===== src/rtl/btn_debounce_bank.sv =====
// btn_debounce_bank: N_CH button conditioner (sync, polarity, debounce, press/release pulses).
// Optional auto-repeat when BTN_AUTOREPEAT_EN is defined; release/repeat ports are release_p/repeat_p.
//
// Ports:
//   clk        system clock, rising edge
//   rst_n      asynchronous active-low reset
//   btn_raw    raw asynchronous button pins [N_CH]
//   level      debounced level, 1 = pressed [N_CH]
//   press      1-cycle pulse on accepted press (and on repeat when enabled) [N_CH]
//   release_p  1-cycle pulse on accepted release [N_CH]
//   repeat_p   1-cycle pulse on auto-repeat only [N_CH]
//   any_press  OR of press, same cycle
// Macro: BTN_AUTOREPEAT_EN enables per-channel hold counters.
module btn_debounce_bank #(
  parameter int N_CH         = 5,
  parameter int CNT_W        = 20,
  parameter int DEBOUNCE_CYC = 500000,
  parameter int ACTIVE_LOW   = 0,
  parameter int RPT_W        = 28,
  parameter int REPEAT_DELAY = 50000000,
  parameter int REPEAT_RATE  = 10000000
) (
  input  logic            clk,
  input  logic            rst_n,
  input  logic [N_CH-1:0] btn_raw,
  output logic [N_CH-1:0] level,
  output logic [N_CH-1:0] press,
  output logic [N_CH-1:0] release_p,
  output logic [N_CH-1:0] repeat_p,
  output logic            any_press
);

  if (N_CH < 1 || CNT_W < 1 || DEBOUNCE_CYC < 1 || RPT_W < 1 ||
      REPEAT_DELAY < 1 || REPEAT_RATE < 1) begin : g_bad_param
    $error("btn_debounce_bank: illegal parameter value");
  end

  localparam logic [CNT_W-1:0] CNT_LAST = CNT_W'(DEBOUNCE_CYC - 1);

  logic [N_CH-1:0] s0_q, s0_d;
  logic [N_CH-1:0] s1_q, s1_d;
  logic [N_CH-1:0] lvl_q, lvl_d;
  logic [N_CH-1:0] prs_q, prs_d;
  logic [N_CH-1:0] rel_q, rel_d;
  logic [N_CH-1:0] rpt_q, rpt_d;
  logic            any_q, any_d;
  logic [CNT_W-1:0] cnt_q [N_CH];
  logic [CNT_W-1:0] cnt_d [N_CH];
  logic [N_CH-1:0] acc;

`ifdef BTN_AUTOREPEAT_EN
  localparam logic [RPT_W-1:0] DLY_LAST = RPT_W'(REPEAT_DELAY - 1);
  localparam logic [RPT_W-1:0] RATE_LAST = RPT_W'(REPEAT_RATE - 1);

  logic [RPT_W-1:0] hold_q [N_CH];
  logic [RPT_W-1:0] hold_d [N_CH];
  // Set after the first repeat: later repeats use the shorter rate.
  logic [N_CH-1:0] rate_q, rate_d;
  logic [RPT_W-1:0] tgt;
`endif

  always_comb begin
    s0_d  = (ACTIVE_LOW != 0) ? ~btn_raw : btn_raw;
    s1_d  = s0_q;
    lvl_d = lvl_q;
    prs_d = '0;
    rel_d = '0;
    rpt_d = '0;
    acc   = '0;
    for (int i = 0; i < N_CH; i++) begin
      cnt_d[i] = '0;
      if (s1_q[i] != lvl_q[i]) begin
        if (cnt_q[i] == CNT_LAST) begin
          acc[i]   = 1'b1;
          lvl_d[i] = s1_q[i];
          prs_d[i] = s1_q[i];
          rel_d[i] = ~s1_q[i];
        end else begin
          cnt_d[i] = cnt_q[i] + 1'b1;
        end
      end
    end
`ifdef BTN_AUTOREPEAT_EN
    rate_d = rate_q;
    tgt    = '0;
    for (int i = 0; i < N_CH; i++) begin
      hold_d[i] = '0;
      tgt       = rate_q[i] ? RATE_LAST : DLY_LAST;
      // Any accepted edge restarts the hold; a release never repeats.
      if (!lvl_q[i] || acc[i]) begin
        rate_d[i] = 1'b0;
      end else if (hold_q[i] == tgt) begin
        prs_d[i]  = 1'b1;
        rpt_d[i]  = 1'b1;
        rate_d[i] = 1'b1;
      end else begin
        hold_d[i] = hold_q[i] + 1'b1;
      end
    end
`endif
    any_d = |prs_d;
  end

  always_ff @(posedge clk or negedge rst_n) begin
    if (!rst_n) begin
      s0_q  <= '0;
      s1_q  <= '0;
      lvl_q <= '0;
      prs_q <= '0;
      rel_q <= '0;
      rpt_q <= '0;
      any_q <= 1'b0;
      for (int i = 0; i < N_CH; i++) cnt_q[i] <= '0;
    end else begin
      s0_q  <= s0_d;
      s1_q  <= s1_d;
      lvl_q <= lvl_d;
      prs_q <= prs_d;
      rel_q <= rel_d;
      rpt_q <= rpt_d;
      any_q <= any_d;
      for (int i = 0; i < N_CH; i++) cnt_q[i] <= cnt_d[i];
    end
  end

`ifdef BTN_AUTOREPEAT_EN
  always_ff @(posedge clk or negedge rst_n) begin
    if (!rst_n) begin
      rate_q <= '0;
      for (int i = 0; i < N_CH; i++) hold_q[i] <= '0;
    end else begin
      rate_q <= rate_d;
      for (int i = 0; i < N_CH; i++) hold_q[i] <= hold_d[i];
    end
  end
`endif

  assign level     = lvl_q;
  assign press     = prs_q;
  assign release_p = rel_q;
  assign repeat_p  = rpt_q;
  assign any_press = any_q;

endmodule


===== config.mk =====
export PLATFORM = sky130hd
export DESIGN_NAME = btn_debounce_bank
export DESIGN_NICKNAME = d
export VERILOG_FILES = /design/src/rtl/btn_debounce_bank.sv
export SDC_FILE = /design/constraint.sdc
export NUM_CORES = 1
export LEC_CHECK = 0
export ABC_AREA = 1
export BUFFER_PORTS_ARGS = -buffer_cell sky130_fd_sc_hd__clkbuf_2
export CORE_MARGIN = 3
export CORE_UTILIZATION = 35
export CTS_CLUSTER_SIZE = 10
export DETAILED_ROUTE_END_ITERATION = 7
export PLACE_DENSITY = 0.62
export SYNTH_ARGS = -nofsm -noshare
export SYNTH_HDL_FRONTEND = slang
export SYNTH_SLANG_ARGS = --single-unit

===== constraint.sdc =====
create_clock -name clk -period 2.59 [get_ports clk]
set_input_delay 0.259 -clock clk [delete_from_list [all_inputs] [get_ports clk]]
set_output_delay 0.259 -clock clk [all_outputs]
set_load 0.1 [all_outputs]

==> run metrics, run 1 <==
clock skew 8.74 ps; Die H about 140 µm; reg-to-reg endpoint cnt_q[78]$_DFF_PN0_; Peak VDD IR 0.250 mV; WHS Endpoint s1_q[4]$_DFF_PN0_; grt ovf 0; Via density 4.80; clk sinks 126; critical setup path kind flop to flop; Rows 49; fin crit share between 70% and 80%; Slew HR between 50% and 60%; mean post-synth cell area 7.69 µm²; Initial Utilization 36.3%; cells after synthesis 861; Filler cells 1,842; largest net degree at the start of global routing 65; post-DP HPWL between 10 and 15 mm; startpoint types flop; Buffers on Ports 22; R2R depth 6; die footprint 20,600 µm²; antenna cells 0; crit-path max FO 8; first-pass GRT wire length 24.8 mm; Clk Latency, worst-skew pair approximately 420 ps; status completed; worst hold start s0_q[4]$_DFF_PN0_; synthesis-to-finish area growth 16.4%; vias in the first global route 5,254; Yosys cell types 35; CTS tree built; Final setup viols 0; die width 144 µm; Slowest cell on crit path dfrtp_1; Power Density 608 nW/µm²; Core Region 18,300 µm²; R2R Setup Slk 770 ps; Worst Hold Class flop to flop; worst slew pin tran 728 ps; Power Total between 4000 and 5000 µW; Setup TNS 0 ps; Hold Fails Final Rpt 0; DRT iter0 DRCs 323; final routed DRC violation total 0; unrepaired setup endpoints after global routing no; I/O Pins 28; critical path arrival 2110 ps; htree depth 4; GRT Resource Usage Total 15.0%; initial antenna violation count 0; Worst-path clk slew 60 ps; antenna-violating nets left 0; drt wl/cell between 10 and 15 µm; #FFs+latches synth 126; Initial DRT Pass Iterations 5; register area share after synthesis 47.6%; Inserted Clock Buffers 17; CTS Buffer Depth 2; min cycle time layout 1820 ps; fin nets 919; CTS Root Cell clkbuf_16; synth warn 0; layout cells sized above 1 9.90%; Vias 5,515; CP peak stage delay 360 ps; GPL Wtd Cong 0.914; fmax 549 MHz; CP most frequent cell nand3_1; CP endpoint kind flop; reg2reg start cnt_q[60]$_DFF_PN0_; Post-Syn Area 6620 µm²; Max-Cap Viols 0; Worst Path Required 2880 ps; depth of the worst hold-timing path 0; post-cts sizing count 0; critical-path cell list ha_1 -> nand3_1 -> nor2_1 -> nand3_1 -> nand2_1 -> a21oi_1; WL final between 10 and 15 mm; Slew Limit Fails 0; leakage 0.00328 µW
[state kept, by name, summed over array words and instances (netlist names)]
signal / cells
press: 5
release_p: 5
s1_q: 5
s0_q: 5
any_press: 1
level: 5
cnt_q: 100
[layout make-up]
class	instances	area [µm²]	area share, %
Clock inverter	11	165	2.14
Sequential cell	126	3150	40.9
Clock buffer	20	457	5.92
Inverter	113	424	5.50
Timing Repair Buffer	33	226	2.94
Tap cell	229	287	3.72
Multi-Input combinational cell	616	3000	38.9
[cell usage in the layout, fill, tap and decap left out, types with 5 or more instances in the layout]
master,n
xor2_1,28
nor3_1,49
nor3_2,5
nor2_1,192
nor2_2,10
nand2_1,143
nand3_1,66
o21ai_0,8
clkbuf_16,17
conb_1,5
clkbuf_2,21
ha_1,5
dfrtp_1,126
xnor2_1,7
inv_1,112
dlygate4sd3_1,6
nand2_2,8
a21oi_1,32
nand4_1,28
[worst max path at each step]
stage	from	end	slack [ps]	cells after the start
after floorplan	level[2]$_DFFE_PN0P_	cnt_q[58]$_DFF_PN0_	650	6
after global placement	cnt_q[60]$_DFF_PN0_	cnt_q[75]$_DFF_PN0_	830	6
after detailed placement	cnt_q[60]$_DFF_PN0_	cnt_q[61]$_DFF_PN0_	760	6
after CTS	cnt_q[60]$_DFF_PN0_	cnt_q[61]$_DFF_PN0_	760	6
after global routing	cnt_q[60]$_DFF_PN0_	cnt_q[78]$_DFF_PN0_	520	6
final	cnt_q[60]$_DFF_PN0_	cnt_q[78]$_DFF_PN0_	770	6
[per-layer routing]
metal | track usage [%] | part of all wire [%] | up-vias
met5 | 0 | 0 | -
met4 | 6.29 | 2.3 | 0
met3 | 3.56 | 4.5 | 22
met2 | 22.5 | 44 | 103
met1 | 20.8 | 49 | 2557
li1 | - | - | 2833
[cells in the mapped netlist (all sizes together)]
master | number | share of area [%]
inv | 113 | 6.4
xnor2 | 7 | 0.93
dfrtp | 126 | 48
nor2 | 206 | 13
nor4 | 2 | 0.19
nor3b | 4 | 0.45
o21ai | 10 | 0.81
a21oi | 33 | 2.6
nor3 | 54 | 4.5
clkbuf | 3 | 0.17
nand3 | 70 | 5.6
a31oi | 3 | 0.28
o21bai | 3 | 0.34
ha | 5 | 0.94
nand4 | 28 | 2.6
xor2 | 28 | 3.7
and2 | 1 | 0.095
nand2 | 151 | 8.9
nand3b | 2 | 0.23
o22ai | 1 | 0.095
and3 | 2 | 0.19
conb | 1 | 0.057
or2 | 1 | 0.095
buf | 7 | 0.81
[worst max-delay path, delay by kind of cell, from the launching register on]
| kind | cells | cell delay, ps |
|---|---|---|
| AOI/OAI and AO/OA | 1 | 80 |
| adders and majority gates | 1 | 300 |
| DFF | 1 | 360 |
| and+or+nand+nor | 4 | 950 |
[report_power, final]
group          switching (µW)  internal, µW  total, µW
Clock                     847          1650       2500
Sequential               20.7          2000       2020
Combinational             127          42.7        170
[metrics by stage]
| step | cell area, µm² | setup slack, ps | utilization [%] | hold WS (ps) | std cells |
|---|---|---|---|---|---|
| 2_1_floorplan | 6640 | 647 | - | -36.6 | 865 |
| 3_3_place_gp | 7030 | 835 | 38.5 | 290 | 1111 |
| 3_5_place_dp | 7030 | 762 | 38.5 | 293 | 1111 |
| 4_1_cts | 7710 | 756 | 42.2 | 350 | 1148 |
| 5_1_grt | 7710 | 519 | 42.2 | 356 | 1148 |
| 6_report | 7710 | 768 | 42.2 | 349 | 1148 |
[kinds of logic after synthesis]
family,after synthesis,synth area share (%)
AO/OA/AOI/OAI,50,4.08
adder cells (fa/ha/maj),5,0.944
XOR/XNOR,35,4.63
buffers and inverters,123,7.39
other,1,0.0566
AND/OR/NAND/NOR,521,35.3
flip-flops,126,47.6
[what timing repair did]
item,in CTS,in global routing
setup endpoints to repair,0,0
setup buffers,0,0
hold endpoints to repair,67,0
hold buffers,6,0
Power figures use the tool's default switching activity.
==> run 2, diff against run 1 <==
==> constraint.sdc (replaced) <==
create_clock -name clk -period 1.9 [get_ports clk]
set_input_delay 0.19 -clock clk [delete_from_list [all_inputs] [get_ports clk]]
set_output_delay 0.19 -clock clk [all_outputs]
set_load 0.1 [all_outputs]
==> run metrics, run 2 (synthesis gave the netlist of run 1 again) <==
met2 usage 22.9% (was 22.5%); layout cells sized above 1 10.3% (was 9.90%); Initial Utilization 36.3% (unchanged); reg2reg start cnt_q[80]$_DFF_PN0_ (was cnt_q[60]$_DFF_PN0_); Power Density 825 nW/µm² (was 608 nW/µm²); I/O Pins 28 (unchanged); setup bufs post-CTS 0 (unchanged); M1 GR Usage 20.9% (was 20.8%); leakage 0.00330 µW (was 0.00328 µW); R2R depth 8 (was 6); Clk Latency, worst-skew pair 410 ps (was 420 ps); crit-path max FO 6 (was 8); vias in the first global route 5,165 (was 5,254); fin crit share 90.0% (was 70.3%); drt wl/cell 12.7 µm (was 12.5 µm); Peak VDD IR 0.372 mV (was 0.250 mV); Slowest cell on crit path dfrtp_1 (unchanged); post-DP HPWL 10.7 mm (was 10.5 mm); Sw Share 21.6% (was 21.2%); die width 144 µm (unchanged); fmax 585 MHz (was 549 MHz); max reg flops 100 (unchanged); WL final 14.7 mm (was 14.4 mm); critical-path cell list ha_1 -> nand2_1 -> nor2_1 -> nand3_1 -> nor2_1 -> nand2_1 -> o21ai_2 -> nor3_1 (was ha_1 -> nand3_1 -> nor2_1 -> nand3_1 -> nand2_1 -> a21oi_1); Worst-path clk slew 50 ps (was 60 ps); GPL Wtd Cong 0.909 (was 0.914); grt ovf 0 (unchanged); Via density 4.85 (was 4.80); CP endpoint kind flop (unchanged); worst slack at placement 226 ps (was 762 ps); Slew Limit Fails 0 (unchanged); final routed DRC violation total 0 (unchanged); CP peak stage delay 380 ps (was 360 ps); Worst Path Required 2190 ps (was 2880 ps); commonest cells after routing, fill and taps aside 192 x nor2_1, 143 x nand2_1, 125 x dfrtp_1 (was 192 x nor2_1, 143 x nand2_1, 126 x dfrtp_1); htree depth 4 (unchanged); CTS tree built (unchanged); clk sinks 126 (unchanged); worst setup margin 190 ps (was 768 ps); Clk pwr share 53.1% (was 53.3%); Rows 49 (unchanged); clock skew 7.39 ps (was 8.74 ps); P_int 5000 µW (was 3690 µW); gr busiest metal met2 (unchanged); initial antenna violation count 0 (unchanged); Comb pwr share 3.8% (was 3.6%); first-pass GRT wire length 25.0 mm (was 24.8 mm); largest net degree at the start of global routing 48 (was 65); Die H 144 µm (unchanged); GRT Resource Usage Total 15.0% (about the same); Setup TNS 0 ps (unchanged); worst slew pin tran 567 ps (was 728 ps); Worst Hold Class input pin to asynchronous set/reset pin (was flop to flop); CTS Buffer Depth 2 (unchanged); fin nets 922 (was 919); die footprint 20,600 µm² (unchanged); Slew HR 62.4% (was 51.3%); status completed (unchanged); Buffers on Ports 22 (unchanged); Vias 5,591 (was 5,515); antenna-violating nets left 0 (unchanged); Final setup viols 0 (unchanged); synthesis-to-finish area growth 16.8% (was 16.4%); critical path arrival 2000 ps (was 2110 ps); antenna cells 0 (unchanged); Initial DRT Pass Iterations 5 (unchanged); leading cell type in the layout, fill and taps excluded nor2_1 (unchanged); sequential power share 43.1% (about the same); Inserted Clock Buffers 17 (unchanged); switching pwr 1380 µW (was 995 µW); Reg with most FFs cnt_q (unchanged); unrepaired setup endpoints after global routing no (unchanged); CTS Root Cell clkbuf_16 (unchanged); Max-Cap Viols 0 (unchanged); met3 usage 3.59% (was 3.56%); Hold Fails Final Rpt 0 (unchanged); reg-to-reg endpoint cnt_q[83]$_DFF_PN0_ (was cnt_q[78]$_DFF_PN0_); Power Total 6380 µW (was 4680 µW); DRT iter0 DRCs 379 (was 323); critical setup path kind flop to flop (unchanged); R2R Setup Slk 190 ps (was 770 ps); min cycle time layout 1710 ps (was 1820 ps); startpoint types flop (unchanged); Core Region 18,300 µm² (unchanged)
==> run 2: changes by cell type in the layout (fill, tap and decap cells not counted) <==
cell	previous run	this run
buf_4	4	6
clkinv_2	4	6
clkinv_4	2	0
buf_12	1	2
clkbuf_1	1	2
clkbuf_8	2	1
dfrtp_1	126	125
dfrtp_2	0	1
inv_6	0	1
==> run 2: critical path, delay by kind of cell (launching register included) <==
family / cells / cell delay [ps]
DFF: 1 / 380
AOI/OAI and AO/OA: 1 / 130
adders and majority gates: 1 / 280
and+or+nand+nor: 6 / 790
==> run 2: how the worst max path moves through the flow <==
stage | startpoint | to | slack, ps | depth (start not counted)
floorplan | level[3]$_DFFE_PN0P_ | cnt_q[33]$_DFF_PN0_ | 20 | 5
global placement | cnt_q[0]$_DFF_PN0_ | cnt_q[15]$_DFF_PN0_ | 220 | 8
detailed placement | cnt_q[0]$_DFF_PN0_ | cnt_q[15]$_DFF_PN0_ | 230 | 8
CTS | cnt_q[40]$_DFF_PN0_ | cnt_q[54]$_DFF_PN0_ | 180 | 8
global route | cnt_q[20]$_DFF_PN0_ | cnt_q[33]$_DFF_PN0_ | 40 | 8
finish | cnt_q[80]$_DFF_PN0_ | cnt_q[83]$_DFF_PN0_ | 190 | 8
==> run 2: final cells by class <==
class                           count  area [µm²]
Clock buffer                       20         447
Multi-Input combinational cell    616        3000
Tap cell                          229         287
Inverter                          113         424
Clock inverter                     12         166
Sequential cell                   126        3150
Timing Repair Buffer               36         262
Fill cell                        1818       10500
==> run 2: per-layer routing <==
| layer | part of all wire [%] | vias up |
|---|---|---|
| met5 | 0 | - |
| met4 | 1.4 | 0 |
| met3 | 4.5 | 19 |
| met2 | 45 | 147 |
| met1 | 50 | 2580 |
| li1 | - | 2845 |
==> run 2: per-stage QoR <==
| stage | hold WS [ps] | instances | instance area, µm² | utilization [%] |
|---|---|---|---|---|
| floorplan | -106 | 865 | 6640 | - |
| global placement | 162 | 1114 | 7060 | 38.7 |
| detailed placement | 163 | 1114 | 7060 | 38.7 |
| CTS | 286 | 1152 | 7740 | 42.3 |
| global route | 321 | 1152 | 7740 | 42.3 |
| finish | 282 | 1152 | 7740 | 42.3 |
==> run 2: power groups by stage <==
| stage | sequential [µW] | combinational (µW) | clock, µW |
|---|---|---|---|
| after global placement | 2800 | 236 | 0 |
| final | 2750 | 240 | 3390 |
| after floorplan | 2790 | 141 | 0 |
| after global routing | 2750 | 274 | 3600 |
| after CTS | 2750 | 248 | 3470 |
| after detailed placement | 2800 | 237 | 0 |
==> run 2: timing repair <==
action,CTS,global route
gates resized for setup,0,0
endpoints found under the hold margin,50,0
hold buffers,6,0
==> run 3, diff against run 2 <==
--- a/config.mk
+++ b/config.mk
@@ -6,7 +6,7 @@
 export NUM_CORES = 1
 export LEC_CHECK = 0
 export ABC_AREA = 1
-export BUFFER_PORTS_ARGS = -buffer_cell sky130_fd_sc_hd__clkbuf_2
+export BUFFER_PORTS_ARGS = -buffer_cell sky130_fd_sc_hd__buf_4
 export CORE_MARGIN = 3
 export CORE_UTILIZATION = 35
 export CTS_CLUSTER_SIZE = 10
==> run metrics, run 3 (synthesis gave the netlist of run 1 again) <==
status completed (unchanged); Reg with most FFs cnt_q (unchanged); drt wl/cell 12.7 µm (about the same); CP most frequent cell nor2_1; Stages on worst setup path 8 (unchanged); Buffers on Ports 22 (unchanged); fmax 579 MHz (was 585 MHz); Rows 49 (unchanged); DRT iter0 DRCs 372 (was 379); Max-Cap Viols 0 (unchanged); Design Area, Final 7750 µm² (was 7740 µm²); critical path arrival 2020 ps (was 2000 ps); R2R depth 8 (unchanged); reg-to-reg endpoint cnt_q[80]$_DFF_PN0_ (was cnt_q[83]$_DFF_PN0_); R2R Setup Slk 170 ps (was 190 ps); Worst Path Required 2200 ps (was 2190 ps); Core Region 18,300 µm² (unchanged); Slew Limit Fails 0 (unchanged); fin nets 922 (unchanged); Initial Utilization 36.3% (unchanged); CP endpoint kind flop (unchanged); fin crit share 91.0% (was 90.0%); min cycle time layout 1730 ps (was 1710 ps); antenna cells 0 (unchanged); Worst-path clk slew 60 ps (was 50 ps); largest net degree at the start of global routing 66 (was 48); unrepaired setup endpoints after global routing no (unchanged); Inserted Clock Buffers 17 (unchanged); crit-path max FO 6 (unchanged); leading cell type in the layout, fill and taps excluded nor2_1 (unchanged); grt ovf 0 (unchanged); startpoint types flop (unchanged); Die H 144 µm (unchanged); CTS Root Cell clkbuf_16 (unchanged); GPL Wtd Cong 0.907 (was 0.909); Slowest cell on crit path dfrtp_1 (unchanged); Multi-input gate area 3000 µm² (unchanged); Clk Latency, worst-skew pair 420 ps (was 410 ps); buffer and inverter count on the worst path 0 (unchanged); CTS tree built (unchanged); Power Density 808 nW/µm² (was 825 nW/µm²); Hold Fails Final Rpt 0 (unchanged); htree depth 4 (unchanged); antenna-violating nets left 0 (unchanged); CP peak stage delay 380 ps (about the same); GRT Resource Usage Total 15.4% (was 15.0%); WHS 254 ps (was 282 ps); CTS Buffer Depth 2 (unchanged); die footprint 20,600 µm² (unchanged); Power Total 6270 µW (was 6380 µW); Final setup viols 0 (unchanged); commonest cells after routing, fill and taps aside 192 x nor2_1, 143 x nand2_1, 125 x dfrtp_1 (unchanged); setup bufs post-CTS 0 (unchanged); critical-path cell list ha_1 -> nand2_1 -> nor2_1 -> nand3_1 -> nor2_1 -> nand2_1 -> o21ai_2 -> nor2_1 (was ha_1 -> nand2_1 -> nor2_1 -> nand3_1 -> nor2_1 -> nand2_1 -> o21ai_2 -> nor3_1); Filler cells 1,844 (was 1,818); post-DP HPWL 10.7 mm (about the same); WL final 14.7 mm (about the same); Peak VDD IR 0.480 mV (was 0.372 mV); layout cells sized above 1 10.2% (was 10.3%); I/O Pins 28 (unchanged); Via density 4.79 (was 4.85); Worst Hold Class input pin to asynchronous set/reset pin (unchanged); final routed DRC violation total 0 (unchanged); cts hold-fix bufs 6 (unchanged); post-cts sizing count 0 (unchanged); first-pass GRT wire length 25.7 mm (was 25.0 mm); initial antenna violation count 0 (unchanged); critical setup path kind flop to flop (unchanged); vias in the first global route 5,433 (was 5,165); synthesis-to-finish area growth 17.1% (was 16.8%); Reg area 3150 µm² (unchanged); die width 144 µm (unchanged); Setup TNS 0 ps (unchanged); clock skew 10.3 ps (was 7.39 ps); cell family with most CP delay simple AND/OR/NAND/NOR gates (unchanged); placed cell area 7100 µm² (was 7060 µm²); max reg flops 100 (unchanged); Initial DRT Pass Iterations 6 (was 5); Vias 5,515 (was 5,591); clk sinks 126 (unchanged); leakage 0.00329 µW (was 0.00330 µW); reg2reg start cnt_q[80]$_DFF_PN0_ (unchanged)
==> run 3: cell count changes in the layout (fill, tap and decap cells not counted), sizes merged <==
cell      delta
bufinv       -1
clkinvlp     +2
clkbuf      -20
inv          -1
buf         +21
clkinv       -1
==> run 3: worst max-delay path by stage <==
stage	start	to	slack [ps]
2_1_floorplan	level[3]$_DFFE_PN0P_	cnt_q[33]$_DFF_PN0_	20
3_3_place_gp	cnt_q[0]$_DFF_PN0_	cnt_q[15]$_DFF_PN0_	240
3_5_place_dp	cnt_q[80]$_DFF_PN0_	cnt_q[83]$_DFF_PN0_	190
4_1_cts	cnt_q[80]$_DFF_PN0_	cnt_q[80]$_DFF_PN0_	180
5_1_grt	cnt_q[80]$_DFF_PN0_	cnt_q[80]$_DFF_PN0_	10
6_report	cnt_q[80]$_DFF_PN0_	cnt_q[80]$_DFF_PN0_	170
==> run 3: metrics by stage <==
stage	setup WS [ps]	instances	util, %
global route	10.2	1152	42.4
global placement	235	1114	38.9
detailed placement	191	1114	38.9
finish	172	1152	42.4
CTS	179	1152	42.4
floorplan	21.2	865	-
==> run 3: final cells by class <==
class                      count  share of cell area (%)
timing repair buffer          36                    3.89
multi-input combinational    616                    38.6
inverter                     113                    5.47
clock inverter                11                    1.82
clock buffer                  21                    5.81
sequential                   126                    40.7
tap                          229                    3.69
==> run 3: layer usage <==
metal  routed length (µm)  vias to the layer above  global-route usage [%]
li1                     -                     2845                       -
met1                 7180                     2560                    20.8
met2                 6730                       94                    24.4
met3                  590                       16                    4.39
met4                  165                        0                    4.11
met5                    0                        -                       0
==> run 3: where the power goes <==
| part | internal [µW] | switching (µW) |
|---|---|---|
| Clock | 2090 | 1190 |
| Combinational | 63.7 | 175 |
| Sequential | 2720 | 29.4 |
| Total | 4870 | 1400 |
